## src/rtl/alu_disp_pkg.sv

```systemverilog
// ---------------------------------------------------------------------------
// alu_disp_pkg
// Shared definitions for the ALU result display back-end:
//   - state_t       : converter FSM states (IDLE, CONV)
//   - SEG_*         : active-low 7-segment patterns, bit order {g,f,e,d,c,b,a}
//   - SEG_BLANK     : all segments off
//   - CONV_ITERS    : shift-and-add-3 iterations for a 5-bit binary input
//   - BIN_W/BCD_W/SHIFT_W : widths of the double-dabble shift register
// ---------------------------------------------------------------------------
package alu_disp_pkg;

  typedef enum logic [0:0] {
    IDLE = 1'b0,
    CONV = 1'b1
  } state_t;

  localparam logic [6:0] SEG_0     = 7'h40;
  localparam logic [6:0] SEG_1     = 7'h79;
  localparam logic [6:0] SEG_2     = 7'h24;
  localparam logic [6:0] SEG_3     = 7'h30;
  localparam logic [6:0] SEG_4     = 7'h19;
  localparam logic [6:0] SEG_5     = 7'h12;
  localparam logic [6:0] SEG_6     = 7'h02;
  localparam logic [6:0] SEG_7     = 7'h78;
  localparam logic [6:0] SEG_8     = 7'h00;
  localparam logic [6:0] SEG_9     = 7'h10;
  localparam logic [6:0] SEG_BLANK = 7'h7F;

  localparam int CONV_ITERS = 5;
  localparam int BIN_W      = 5;
  localparam int BCD_W      = 8;
  localparam int SHIFT_W    = BCD_W + BIN_W;

endpackage

```

## src/rtl/alu_result_display_seg7_encode.sv

```systemverilog
// ---------------------------------------------------------------------------
// seg7_encode
// Combinational BCD digit to active-low 7-segment pattern.
// Ports:
//   digit [3:0] in  : BCD digit 0..9 (codes 10..15 render blank)
//   blank       in  : force all segments off
//   seg   [6:0] out : {g,f,e,d,c,b,a}, active-low
// ---------------------------------------------------------------------------
module seg7_encode
  import alu_disp_pkg::*;
(
  input  logic [3:0] digit,
  input  logic       blank,
  output logic [6:0] seg
);

  always_comb begin
    seg = SEG_BLANK;
    if (!blank) begin
      case (digit)
        4'd0:    seg = SEG_0;
        4'd1:    seg = SEG_1;
        4'd2:    seg = SEG_2;
        4'd3:    seg = SEG_3;
        4'd4:    seg = SEG_4;
        4'd5:    seg = SEG_5;
        4'd6:    seg = SEG_6;
        4'd7:    seg = SEG_7;
        4'd8:    seg = SEG_8;
        4'd9:    seg = SEG_9;
        default: seg = SEG_BLANK;
      endcase
    end
  end

endmodule

```

## src/rtl/alu_result_display.sv

```systemverilog
// ---------------------------------------------------------------------------
// alu_result_display
// Accepts a 5-bit ALU result {cout, S[3:0]} over a valid/ready handshake,
// converts it to two BCD digits with an iterative shift-and-add-3 engine
// (one iteration per clock), and drives a time-multiplexed two-digit
// common-anode 7-segment display with leading-zero blanking.
// Ports:
//   clk            in  : system clock, rising edge
//   rst_n          in  : asynchronous active-low reset
//   in_valid       in  : producer has a result on in_value
//   in_value [4:0] in  : unsigned result 0..31
//   in_ready       out : high in IDLE; transfer when in_valid & in_ready
//   busy           out : high while converting
//   seg      [6:0] out : active-low segments {g,f,e,d,c,b,a}, registered
//   an       [1:0] out : active-low digit enables, an[0]=ones, an[1]=tens
// Parameter:
//   REFRESH_CYCLES : cycles each digit stays enabled (>= 2)
// ---------------------------------------------------------------------------
module alu_result_display
  import alu_disp_pkg::*;
#(
  parameter int REFRESH_CYCLES = 100000
) (
  input  logic       clk,
  input  logic       rst_n,
  input  logic       in_valid,
  input  logic [4:0] in_value,
  output logic       in_ready,
  output logic       busy,
  output logic [6:0] seg,
  output logic [1:0] an
);

  localparam int CNT_W = (REFRESH_CYCLES > 2) ? $clog2(REFRESH_CYCLES) : 1;

  // converter
  state_t               state_reg;
  logic [SHIFT_W-1:0]   shift_reg;
  logic [2:0]           iter_reg;
  logic [BCD_W-1:0]     bcd_adj;
  logic [SHIFT_W-1:0]   shift_pre;
  logic [SHIFT_W-1:0]   shift_step;
  logic                 last_iter;

  // display data
  logic [3:0] tens_reg, tens_next;
  logic [3:0] ones_reg, ones_next;
  logic       blank_reg, blank_next;

  // refresh mux
  logic [CNT_W-1:0] cnt_reg, cnt_next;
  logic             wrap;
  logic             sel_reg, sel_next;   // 0 = ones digit, 1 = tens digit
  logic [3:0]       digit_next;
  logic             digit_blank_next;
  logic [6:0]       seg_next;
  logic [6:0]       seg_reg;
  logic [1:0]       an_reg;

  // ---------------------------------------------------------------------
  // Double-dabble step: add 3 to any BCD nibble >= 5, then shift left.
  // ---------------------------------------------------------------------
  genvar gi;
  generate
    for (gi = 0; gi < BCD_W / 4; gi++) begin : g_nibble_adj
      assign bcd_adj[gi*4 +: 4] =
        (shift_reg[BIN_W + gi*4 +: 4] >= 4'd5) ?
          shift_reg[BIN_W + gi*4 +: 4] + 4'd3 :
          shift_reg[BIN_W + gi*4 +: 4];
    end
  endgenerate

  assign shift_pre  = {bcd_adj, shift_reg[BIN_W-1:0]};
  assign shift_step = shift_pre << 1;
  assign last_iter  = (state_reg == CONV) && (iter_reg == 3'(CONV_ITERS - 1));

  always_ff @(posedge clk or negedge rst_n) begin
    if (!rst_n) begin
      state_reg <= IDLE;
      shift_reg <= '0;
      iter_reg  <= '0;
    end else begin
      case (state_reg)
        IDLE: begin
          if (in_valid) begin
            shift_reg <= {{BCD_W{1'b0}}, in_value};
            iter_reg  <= '0;
            state_reg <= CONV;
          end
        end
        CONV: begin
          shift_reg <= shift_step;
          iter_reg  <= iter_reg + 3'd1;
          if (last_iter) begin
            state_reg <= IDLE;
          end
        end
        default: state_reg <= IDLE;
      endcase
    end
  end

  assign in_ready = (state_reg == IDLE);
  assign busy     = (state_reg == CONV);

  // ---------------------------------------------------------------------
  // Display register. The final step's shifted value is latched directly,
  // so the digits land on the same edge the FSM returns to IDLE.
  // ---------------------------------------------------------------------
  always_comb begin
    tens_next  = tens_reg;
    ones_next  = ones_reg;
    blank_next = blank_reg;
    if (last_iter) begin
      tens_next  = shift_step[SHIFT_W-1 -: 4];
      ones_next  = shift_step[BIN_W +: 4];
      blank_next = 1'b0;
    end
  end

  // ---------------------------------------------------------------------
  // Refresh counter and digit select; free-running, unaffected by the FSM.
  // ---------------------------------------------------------------------
  assign wrap     = (cnt_reg == CNT_W'(REFRESH_CYCLES - 1));
  assign cnt_next = wrap ? '0 : cnt_reg + CNT_W'(1);
  assign sel_next = wrap ? ~sel_reg : sel_reg;

  // Outputs are encoded from next-state select and data so a display update
  // coinciding with a digit toggle never shows stale data on the new digit.
  assign digit_next       = sel_next ? tens_next : ones_next;
  assign digit_blank_next = blank_next | (sel_next & (tens_next == 4'd0));

  seg7_encode u_seg7_encode (
    .digit (digit_next),
    .blank (digit_blank_next),
    .seg   (seg_next)
  );

  always_ff @(posedge clk or negedge rst_n) begin
    if (!rst_n) begin
      tens_reg  <= '0;
      ones_reg  <= '0;
      blank_reg <= 1'b1;
      cnt_reg   <= '0;
      sel_reg   <= 1'b0;
      seg_reg   <= SEG_BLANK;
      an_reg    <= 2'b10;
    end else begin
      tens_reg  <= tens_next;
      ones_reg  <= ones_next;
      blank_reg <= blank_next;
      cnt_reg   <= cnt_next;
      sel_reg   <= sel_next;
      seg_reg   <= seg_next;
      an_reg    <= sel_next ? 2'b01 : 2'b10;
    end
  end

  assign seg = seg_reg;
  assign an  = an_reg;

endmodule

```

## config.mk

```make
export PLATFORM = sky130hd
export DESIGN_NAME = alu_result_display
export DESIGN_NICKNAME = d
export VERILOG_FILES = /design/src/rtl/alu_disp_pkg.sv /design/src/rtl/alu_result_display_seg7_encode.sv /design/src/rtl/alu_result_display.sv
export SDC_FILE = /design/constraint.sdc
export NUM_CORES = 1
export LEC_CHECK = 0
export ABC_AREA = 0
export ABC_CLOCK_PERIOD_IN_PS = 3720
export CAP_MARGIN = 30
export CORE_ASPECT_RATIO = 0.5
export CORE_UTILIZATION = 58
export CTS_CLUSTER_DIAMETER = 100
export CTS_CLUSTER_SIZE = 40
export DETAILED_ROUTE_END_ITERATION = 8
export HOLD_SLACK_MARGIN = 0.1
export PLACE_DENSITY = 0.79
export SLEW_MARGIN = 10
export SYNTH_ARGS = -nofsm -noshare
export SYNTH_HDL_FRONTEND = slang
export SYNTH_SLANG_ARGS = --single-unit
export TNS_END_PERCENT = 1
```

## constraint.sdc

```tcl
create_clock -name clk -period 3.72 [get_ports clk]
set_input_delay 0.372 -clock clk [delete_from_list [all_inputs] [get_ports clk]]
set_output_delay 0.372 -clock clk [all_outputs]
set_load 0.05 [all_outputs]
```

* Yosys cells after proc, flatten, opt, wreduce, memory -nomap -nowiden
Memories as Yosys holds them, arrays and structs flattened.
Cells that the tools add are included.
** Word-level totals
- Logic and storage cells :: 43
- Output and inout bits :: 11
- RAM bits :: 0
- Register bits :: 53
- Bits in read-only memories :: 112
- Input bits :: 8
- Memories :: 1
- Latch bits :: 0
** Operators by class
- Multiplexer cells :: 17
- Div/mod/pow operators :: 0
- Reduce and logical (&&, ||, !) cells :: 2
- Equality and inequality tests :: 3
- Add/sub/neg operators :: 4
- $lt $le $gt $ge :: 2
- Shift-type cells :: 0
- Bitwise logic cells :: 4
- $mul :: 0
** Memory list
- (no name shown) :: words 16, width 7, rd ports 1, clocked after memory_dff 0, write ports 0, RTL line alu_result_display_seg7_encode.sv:20 : case (digit)
** Operators with widths (count)
- $pmux 13 s2 :: 1
- $add 17x1->17 const B :: 1
- $eq 17x17->1 const B :: 1
- $mux 17 :: 1
- $mux 4 :: 4
- $mux 13 :: 1
- $ge 4x3->1 const B :: 2
- $mux 7 :: 1
- $mux 3 :: 2
- $pmux 3 s2 :: 1
- $add 4x2->4 const B :: 1
- $logic_not 4->1 :: 1
- $mux 1 :: 4
- $add 3x1->3 const B :: 1
- $add 3x2->3 const B :: 1
- $eq 3x3->1 const B :: 1
- $mux 2 :: 1
- $ne 2x2->1 const B :: 1
- $not 1->1 :: 2
- $pmux 1 s2 :: 1
- $and 1x1->1 :: 1
- $logic_and 1x1->1 :: 1
- $or 1x1->1 :: 1

* Depth between registers and ports, before layout
Gate-level depths: netlist (run 1).
- Depth in word-level cells :: 7
- Mapped depth :: 12
- Depth with buffers taken out :: 11

* Hierarchy
From an unflattened synthesis (run 1), not the netlist that was laid out.
** Unflattened totals
- Cell total of the unflattened synthesis :: 244
- Area total of the unflattened synthesis :: 2646.3 sq um
** By module, submodules not included
- alu_result_display :: seq. area each 1312.5 sq um, cells an instance 209, area an instance 2393.5 sq um, times used 1
- seg7_encode :: seq. area each 0.0 sq um, cells an instance 35, area an instance 252.7 sq um, times used 1

* Least setup slack after synthesis (run 1)
No wires, ideal clock.
- Path kind :: register to register
- Start :: register cnt_reg[12]
- End :: register seg_reg[4] (netlist: seg[4])
- Setup slack :: 0.800 ns
- Clock period less this slack :: 2.920 ns
- Buffers on the path :: 0
- Data required time :: 3.639 ns
- Arrival time :: 2.840 ns
- Setup time :: 0.081 ns
- Stages on the path, launching flop included :: 9
- Path through :: dfrtp_1 -> or4b_4 -> nor4_4 -> xnor2_2 -> mux2i_2 -> inv_1 -> ha_1 -> mux2_4 -> a32oi_1
** Between the ends
- Longest elaborated chain between the ends :: 5
- Elaborated cells between the ends (all ways) :: 7
- Those cells by class :: eq/ne: 1; mux: 3; bitwise: 2; memory: 1
** Ends and longest elaborated chain
- start, declared :: RTL line alu_result_display.sv:51 : logic [CNT_W-1:0] cnt_reg, cnt_next;
- start signal, assigned :: RTL line alu_result_display.sv:152 : cnt_reg <= cnt_next;
- $eq 17x17->1 * :: RTL line alu_result_display.sv:124 : assign wrap = (cnt_reg == CNT_W'(REFRESH_CYCLES - 1));
- $mux 1 * :: RTL line alu_result_display.sv:126 : assign sel_next = wrap ? ~sel_reg : sel_reg;
- $mux 4 / $and 1x1->1 (equally long branches) :: RTL line alu_result_display.sv:130, alu_result_display.sv:131
- $mem_v2 16x7 / $or 1x1->1 (equally long branches)
- $mux 7 * :: RTL line alu_result_display_seg7_encode.sv:19 : if (!blank) begin
- named net seg_next[4] :: RTL line alu_result_display.sv:56 : logic [6:0] seg_next;
- end signal, assigned :: RTL line alu_result_display.sv:154 : seg_reg <= seg_next;
- end, declared :: RTL line alu_result_display.sv:57 : logic [6:0] seg_reg;
The timed path passes the listed nets; every way through them passes the cells marked *.
A chain may end at the register's enable or synchronous reset.

* Worst setup path in the final report (run 1)
Same ends and word-level chain as after synthesis.

==> impl_metrics.sql, run 1 <==
INSERT INTO impl_metrics (metric_group, metric, value, unit) VALUES
('timing', 'hold_viol', '0', ''),
('timing', 'setup_tns', '0', 'ns'),
('synthesis', 'yosys_register_bits', '52', ''),
('floorplan', 'design.die.area', '4870', 'µm²'),
('timing', 'finalWorstSetupSlack', '0.606', 'ns'),
('timing', 'maxClockFrequency', '321', 'MHz'),
('timing', 'timing.final.setup_violations', '0', ''),
('pwr', 'ir_worst_vdd', '463', 'µV'),
('place', 'numPlacedInstances', '326', ''),
('global_routing', 'globalRouteOverflowTotal', '0', ''),
('floorplan', 'initial_core_util', '64.1', '%'),
('finish', 'flip_flop_count_of_the_largest_register_all_copies_and_words_added', '17', ''),
('critical_path', 'timing.setup.critical_path_class', 'reg2reg', ''),
('routing', 'drc', '2', ''),
('synthesis', 'syn-cell-area', '2660', 'µm²'),
('routing', 'dr.pass1.iters', '6', ''),
('place', 'placedInstanceArea', '2880', 'µm²'),
('finish', 'final.fill_count', '299', ''),
('synthesis', 'synth.avg_cell_area', '10.3', 'µm²'),
('timing', 'timing_worst_slew_pin_value', '0.613', 'ns'),
('finish', 'final_net_count', '300', ''),
('place', 'place_congestion', '0.862', ''),
('finish', 'layout-drive-gt1-share', '11.0', '%'),
('floorplan', 'core_area', '4140', 'µm²'),
('clock_network', 'clock_latency', '0.30', 'ns'),
('synthesis', 'mappedNetlistNets', '279', ''),
('critical_path', 'timing.critical_path.fanout_max', '10', ''),
('finish', 'area_growth_syn_to_layout', '13.0', '%'),
('clock_network', 'clk_pin_slew', '0.09', 'ns'),
('finish', 'final-instance-count-excl-fill', '335', ''),
('timing', 'final_max_slew_viol_count', '0', ''),
('job', 'max-cap-violations', '0', ''),
('routing', 'drtIter0Drc', '53', ''),
('timing', 'final.hold.worst_slack', '0.491', 'ns'),
('routing', 'post_detailed_route_via_to_cell_ratio', '5.81', ''),
('finish', 'core_util_final', '72.4', '%'),
('timing', 'finalClockSkew', '0.00554', 'ns'),
('timing', 'grt_setup_unrepaired', 'false', ''),
('pwr', 'power_per_cell_area', '803', 'nW/µm²'),
('routing', 'ant_nets', '0', ''),
('synthesis', 'asyncSetResetFlopFracSynth', '100', '%'),
('critical_path', 'timing.critical_path.required', '3.94', 'ns'),
('floorplan', 'top_level_ports', '19', ''),
('clock_network', 'numCtsBuffers', '5', ''),
('place', 'dp_hpwl', '3.54', 'mm'),
('critical_path', 'r2r.worst_path.cells', '9', ''),
('clock_network', 'cts.sinks', '52', ''),
('routing', 'dr_total_vias', '1947', ''),
('timing', 'fin_crit', '3.11', 'ns'),
('floorplan', 'rows', '16', ''),
('finish', 'multiInputGateArea', '1240', 'µm²'),
('worst_hold_path', 'hold_depth', '2', ''),
('synthesis', 'synth_cell_type_count', '51', ''),
('global_routing', 'number_of_antenna_violations_at_the_first_check_in_global_routing', '0', ''),
('pwr', 'power.total', '2.41', 'mW'),
('timing', 'timing.max_slew.rel_slack', '59.0', '%'),
('synthesis', 'part_of_the_yosys_area_used_for_sequential_elements', '49.4', '%'),
('global_routing', 'global_route.usage.total', '23.2', '%'),
('place', 'placement.io_buffers', '18', ''),
('synthesis', 'netlist_instances', '259', ''),
('clock_network', 'root_buffer_cell', 'sky130_fd_sc_hd__clkbuf_8', ''),
('synthesis', 'yosys_warnings', '0', ''),
('finish', 'final_cell_area', '3000', 'µm²'),
('critical_path', 'critPathLaunchType', 'flop', ''),
('routing', 'route.detailed.wl_per_inst', '15.0', 'µm'),
('timing', 'post-route-period-util', '83.7', '%'),
('global_routing', 'first_pass_grt_wire_length', '8.67', 'mm'),
('status', 'violations', 'design-rule violations', ''),
('global_routing', 'grt_max_degree', '36', ''),
('critical_path', 'timing.critical_path.arrival', '3.34', 'ns'),
('synthesis', 'postSynth.topFlopCell', 'sky130_fd_sc_hd__dfrtp_1', ''),
('global_routing', 'first_global_vias', '1833', ''),
('finish', 'sequential_cell_area', '1310', 'µm²'),
('clock_network', 'cts_max_level', '2', ''),
('critical_path', 'worstSetupEndpointType', 'flop', ''),
('pwr', 'static-leakage-power', '1.36', 'nW'),
('status', 'outcome', 'complete, but fails checks', ''),
('clock_network', 'clock_tree_from_tritoncts', 'done', ''),
('clock_network', 'cts_max_path_buffers', '2', ''),
('place', 'place_worst_setup_slack', '0.640', 'ns'),
('routing', 'wirelength', '5.02', 'mm'),
('finish', 'antenna_cells_inserted', '0', ''),
('floorplan', 'floorplan.die.height', '49.9', 'µm'),
('floorplan', 'die_w', '97.7', 'µm'),
('synthesis', 'synth_edf_count', '0', ''),
('worst_hold_path', 'holdCritPathClass', 'reg2reg', '');
==> power breakdown <==
group          internal, mW  switching [mW]  leakage [nW]
Clock                 0.200           0.182        0.0552
Sequential            0.754           0.109         0.645
Combinational         0.451           0.713         0.664
==> critical path, stage by stage, from the launching register on <==
cell and delay (ns):
sky130_fd_sc_hd__dfrtp_1 0.42, sky130_fd_sc_hd__or4b_4 0.56, sky130_fd_sc_hd__nor4_4 0.25, sky130_fd_sc_hd__buf_4 0.21, sky130_fd_sc_hd__xnor2_2 0.25, sky130_fd_sc_hd__mux2i_2 0.51, sky130_fd_sc_hd__inv_1 0.17, sky130_fd_sc_hd__ha_1 0.25
sky130_fd_sc_hd__mux2_4 0.25, sky130_fd_sc_hd__a32oi_1 0.17
==> cell usage after synthesis (2+ instances only) <==
cell type / number / area share [%]
sky130_fd_sc_hd__and3_1: 3 / 0.71
sky130_fd_sc_hd__o32ai_1: 2 / 0.66
sky130_fd_sc_hd__o31ai_1: 5 / 1.4
sky130_fd_sc_hd__or4b_4: 2 / 1.0
sky130_fd_sc_hd__nand3_1: 9 / 1.7
sky130_fd_sc_hd__xor2_1: 6 / 2.0
sky130_fd_sc_hd__a31oi_1: 2 / 0.47
sky130_fd_sc_hd__a21o_1: 2 / 0.57
sky130_fd_sc_hd__a21oi_1: 8 / 1.5
sky130_fd_sc_hd__dfstp_2: 9 / 8.9
sky130_fd_sc_hd__ha_1: 12 / 5.7
sky130_fd_sc_hd__clkbuf_1: 6 / 0.85
sky130_fd_sc_hd__a32oi_1: 3 / 0.99
sky130_fd_sc_hd__mux2_4: 2 / 1.1
sky130_fd_sc_hd__o22ai_1: 3 / 0.71
sky130_fd_sc_hd__nand4_1: 2 / 0.47
sky130_fd_sc_hd__nor2_1: 19 / 2.7
sky130_fd_sc_hd__or3_1: 4 / 0.94
sky130_fd_sc_hd__inv_1: 15 / 2.1
sky130_fd_sc_hd__xnor2_1: 9 / 3.0
sky130_fd_sc_hd__and2_1: 4 / 0.94
sky130_fd_sc_hd__o21ai_0: 16 / 3.0
sky130_fd_sc_hd__a22oi_1: 2 / 0.57
sky130_fd_sc_hd__nand2b_1: 2 / 0.47
sky130_fd_sc_hd__a211oi_1: 3 / 0.85
sky130_fd_sc_hd__dfrtp_1: 43 / 41
sky130_fd_sc_hd__nor3_1: 2 / 0.38
sky130_fd_sc_hd__nand2_1: 33 / 4.7
sky130_fd_sc_hd__mux2i_1: 9 / 3.4
==> routing by layer <==
| metal | part of all wire [%] | up-vias | wire [µm] | track usage (%) |
|---|---|---|---|---|
| met4 | 0.88 | 0 | 44 | 5.81 |
| met1 | 49 | 933 | 2460 | 31.6 |
| met5 | 0 | - | 0 | 0 |
| met3 | 5.4 | 9 | 270 | 5.96 |
| met2 | 45 | 60 | 2240 | 37.7 |
| li1 | - | 945 | - | - |
==> logic make-up (layout without fill, tap and decap cells) <==
family,Yosys count,after routing,synth area share [%]
compound gates,54,54,13.3
xor+xnor,16,16,5.56
fa+ha+maj,12,12,5.65
buf+inv,24,46,3.82
flops,52,52,49.4
mux,13,13,5.46
simple gates,88,88,16.8
==> final timing paths <==
path / slack (ns) / from / end
max: 0.61 / cnt_reg[12] / seg[4]
min: 0.49 / ones_reg[0] / ones_reg[0]
max reg2reg: 0.61 / cnt_reg[12] / seg[4]
min reg2reg: 0.49 / ones_reg[0] / ones_reg[0]
max in group asynchronous: 2.41 / rst_n / blank_reg
min in group asynchronous: 0.51 / rst_n / cnt_reg[4]
==> placed cells by master (no fill, tap or decap), types with 4 or more instances in the layout <==
| cell type | count |
|---|---|
| sky130_fd_sc_hd__or3_1 | 4 |
| sky130_fd_sc_hd__nor2_1 | 19 |
| sky130_fd_sc_hd__clkbuf_8 | 5 |
| sky130_fd_sc_hd__nand2_1 | 33 |
| sky130_fd_sc_hd__nand3_1 | 9 |
| sky130_fd_sc_hd__xnor2_1 | 9 |
| sky130_fd_sc_hd__mux2i_1 | 9 |
| sky130_fd_sc_hd__buf_4 | 4 |
| sky130_fd_sc_hd__xor2_1 | 6 |
| sky130_fd_sc_hd__a21oi_1 | 8 |
| sky130_fd_sc_hd__dfstp_2 | 9 |
| sky130_fd_sc_hd__o21ai_0 | 16 |
| sky130_fd_sc_hd__o31ai_1 | 5 |
| sky130_fd_sc_hd__inv_1 | 15 |
| sky130_fd_sc_hd__ha_1 | 12 |
| sky130_fd_sc_hd__clkdlybuf4s50_1 | 17 |
| sky130_fd_sc_hd__and2_1 | 4 |
| sky130_fd_sc_hd__dfrtp_1 | 43 |
==> area by class of cell <==
cell class	instances	share of cell area [%]
sequential	52	43.7
timing repair buffer	23	7.17
inverter	15	1.88
tap	54	2.25
clock inverter	2	1.17
multi-input combinational	183	41.4
clock buffer	6	2.42
==> repair_timing <==
item,4_1_cts,5_1_grt
hold buffers,1,0
resized for setup,0,0
endpoints found under the hold margin,9,0
buffers inserted,0,0
Power figures use the tool's default switching activity.
==> run 2: changes to the inputs <==
Settings changed: ABC_CLOCK_PERIOD_IN_PS 3720 to 3200.
Clock period 3.72 ns to 3.2 ns, I/O delays scaled along.
==> run 2 against run 1 <==
The flow still finishes with violations (design-rule violations). Power grew 13%. Via count is 0.77% higher. Clock skew up 0.0041 ns. Highest routed layer unchanged. Clock power down 4%. Cell count up 0.60%. Die area stayed put. Routed wire length decreased by 1.1%. Critical path depth is 1 lower.
==> impl_metrics.sql, run 2 (same netlist as run 1, synthesis figures left out) <==
INSERT INTO impl_metrics (metric_group, metric, value, unit) VALUES
('status', 'outcome', 'complete, but fails checks', ''),
('status', 'violations', 'design-rule violations', ''),
('clock_network', 'clk_pin_slew', '0.10', 'ns'),
('global_routing', 'global_route.usage.total', '23.2', '%'),
('global_routing', 'number_of_antenna_violations_at_the_first_check_in_global_routing', '0', ''),
('clock_network', 'numCtsBuffers', '5', ''),
('critical_path', 'timing.critical_path.fanout_max', '8', ''),
('timing', 'timing_worst_slew_pin_value', '0.635', 'ns'),
('floorplan', 'design.die.area', '4870', 'µm²'),
('critical_path', 'critPathLaunchType', 'flop', ''),
('timing', 'grt_setup_unrepaired', 'false', ''),
('worst_hold_path', 'holdCritPathClass', 'in2async', ''),
('clock_network', 'cts.sinks', '52', ''),
('floorplan', 'rows', '16', ''),
('timing', 'finalClockSkew', '0.00968', 'ns'),
('finish', 'final_net_count', '302', ''),
('timing', 'finalWorstSetupSlack', '0.400', 'ns'),
('finish', 'final.fill_count', '302', ''),
('job', 'max-cap-violations', '0', ''),
('pwr', 'ir_worst_vdd', '436', 'µV'),
('clock_network', 'clock_latency', '0.30', 'ns'),
('finish', 'antenna_cells_inserted', '0', ''),
('critical_path', 'setup.worst_path.start', 'cnt_reg[12]', ''),
('finish', 'flip_flop_count_of_the_largest_register_all_copies_and_words_added', '17', ''),
('floorplan', 'core_area', '4140', 'µm²'),
('routing', 'dr.pass1.iters', '7', ''),
('routing', 'wirelength', '4.96', 'mm'),
('critical_path', 'timing.critical_path.required', '3.41', 'ns'),
('finish', 'layout-drive-gt1-share', '12.4', '%'),
('global_routing', 'first_global_vias', '1894', ''),
('critical_path', 'crit_path_end', 'seg[6]', ''),
('place', 'dp_hpwl', '3.55', 'mm'),
('finish', 'layout.cells.most_common', 'sky130_fd_sc_hd__dfrtp_1', ''),
('finish', 'mostFrequentLayoutCells', 'sky130_fd_sc_hd__dfrtp_1, sky130_fd_sc_hd__nand2_1, sky130_fd_sc_hd__nor2_1, sky130_fd_sc_hd__clkdlybuf4s50_1, sky130_fd_sc_hd__o21ai_0', ''),
('floorplan', 'die_w', '97.7', 'µm'),
('place', 'place_worst_setup_slack', '0.317', 'ns'),
('critical_path', 'regToRegSetupSlack', '0.40', 'ns'),
('finish', 'final-instance-count-excl-fill', '337', ''),
('clock_network', 'post-cts-setup-buffer-count', '0', ''),
('routing', 'ant_nets', '0', ''),
('timing', 'final_max_slew_viol_count', '0', ''),
('routing', 'post_detailed_route_via_to_cell_ratio', '5.82', ''),
('floorplan', 'top_level_ports', '19', ''),
('clock_network', 'clock_tree_from_tritoncts', 'done', ''),
('global_routing', 'globalRouteOverflowTotal', '0', ''),
('timing', 'post-route-period-util', '87.5', '%'),
('timing', 'hold_viol', '0', ''),
('floorplan', 'floorplan.die.height', '49.9', 'µm'),
('timing', 'maxClockFrequency', '357', 'MHz'),
('critical_path', 'worstSetupEndpointType', 'flop', ''),
('clock_network', 'cts_max_level', '2', ''),
('routing', 'drc', '1', ''),
('routing', 'drtIter0Drc', '90', ''),
('global_routing', 'grt_max_degree', '43', ''),
('timing', 'setup_tns', '0', 'ns'),
('clock_network', 'root_buffer_cell', 'sky130_fd_sc_hd__clkbuf_8', ''),
('pwr', 'power_per_cell_area', '907', 'nW/µm²'),
('timing', 'fin_crit', '2.80', 'ns'),
('critical_path', 'critical_path.reg2reg.startpoint', 'cnt_reg[12]', ''),
('place', 'place_congestion', '0.870', ''),
('critical_path', 'timing.setup.critical_path_class', 'reg2reg', ''),
('pwr', 'static-leakage-power', '1.37', 'nW'),
('global_routing', 'first_pass_grt_wire_length', '8.69', 'mm'),
('finish', 'multiInputGateArea', '1250', 'µm²'),
('routing', 'dr_total_vias', '1962', ''),
('critical_path', 'timing.critical_path.arrival', '3.01', 'ns'),
('place', 'numPlacedInstances', '327', ''),
('place', 'placement.io_buffers', '18', ''),
('timing', 'final.hold.worst_slack', '0.413', 'ns'),
('finish', 'area_growth_syn_to_layout', '13.4', '%'),
('routing', 'route.detailed.wl_per_inst', '14.7', 'µm'),
('critical_path', 'r2r-end', 'seg[6]', ''),
('critical_path', 'r2r.worst_path.cells', '8', ''),
('clock_network', 'cts_max_path_buffers', '2', ''),
('floorplan', 'initial_core_util', '64.1', '%'),
('timing', 'timing.final.setup_violations', '0', ''),
('timing', 'timing.max_slew.rel_slack', '57.6', '%'),
('finish', 'sequential_cell_area', '1310', 'µm²');
run 2: changes by cell type in the layout (fill, tap and decap cells not counted), sizes merged:
cell / previous run / this run
buf: 5 / 7
bufinv: 1 / 0
clkinv: 1 / 3
clkbuf: 6 / 5
run 2: metrics by stage:
step           total power, mW  instance area (µm²)  utilization, %
2_1_floorplan             2.02                 2660               -
3_3_place_gp              2.30                 2890            69.8
6_report                  2.73                 3010            72.7
5_1_grt                   2.94                 3010            72.7
3_5_place_dp              2.35                 2890            69.8
4_1_cts                   2.73                 2980            71.9
run 2: cell type report:
class | count | area share (%)
Inverter | 15 | 1.87
Timing Repair Buffer | 25 | 8.06
Multi-Input combinational cell | 183 | 41.4
Sequential cell | 52 | 43.6
Clock inverter | 3 | 0.623
Clock buffer | 5 | 2.28
Tap cell | 54 | 2.24
run 2: repair_timing:
action / 4_1_cts / 5_1_grt
hold buffers: 0 / 1
setup endpoints to repair: 0 / 2
gates resized for setup: 0 / 1
hold endpoints to repair: 0 / 4
run 2: worst min path at each step:
stage | from | depth (start not counted) | endpoint
2_1_floorplan | rst_n | 0 | an[0]
3_3_place_gp | cnt_reg[0] | 1 | cnt_reg[0]
3_5_place_dp | ones_reg[0] | 2 | ones_reg[0]
4_1_cts | rst_n | 1 | cnt_reg[16]
5_1_grt | rst_n | 2 | cnt_reg[16]
6_report | rst_n | 2 | cnt_reg[16]
run 2: layer usage:
layer	global-route usage (%)	share of wire, %	up-vias
li1	-	-	952
met1	30.9	50	952
met2	37.1	45	51
met3	6.10	4.2	7
met4	8.59	1.2	0
met5	0	0	-
run 2: worst max-delay path, cell delays in order, from the launching register on:
cell	delay (ns)
sky130_fd_sc_hd__dfrtp_1	0.42
sky130_fd_sc_hd__or4b_4	0.55
sky130_fd_sc_hd__nor4_4	0.35
sky130_fd_sc_hd__xnor2_2	0.27
sky130_fd_sc_hd__mux2i_2	0.39
sky130_fd_sc_hd__inv_1	0.10
sky130_fd_sc_hd__ha_1	0.20
sky130_fd_sc_hd__nor3_1	0.28
sky130_fd_sc_hd__a22oi_1	0.14
run 2: power breakdown:
part	switching (mW)	internal [mW]	leakage [nW]
combinational	0.810	0.539	0.673
clock	0.214	0.153	0.0479
sequential	0.141	0.877	0.645
total	1.17	1.57	1.37
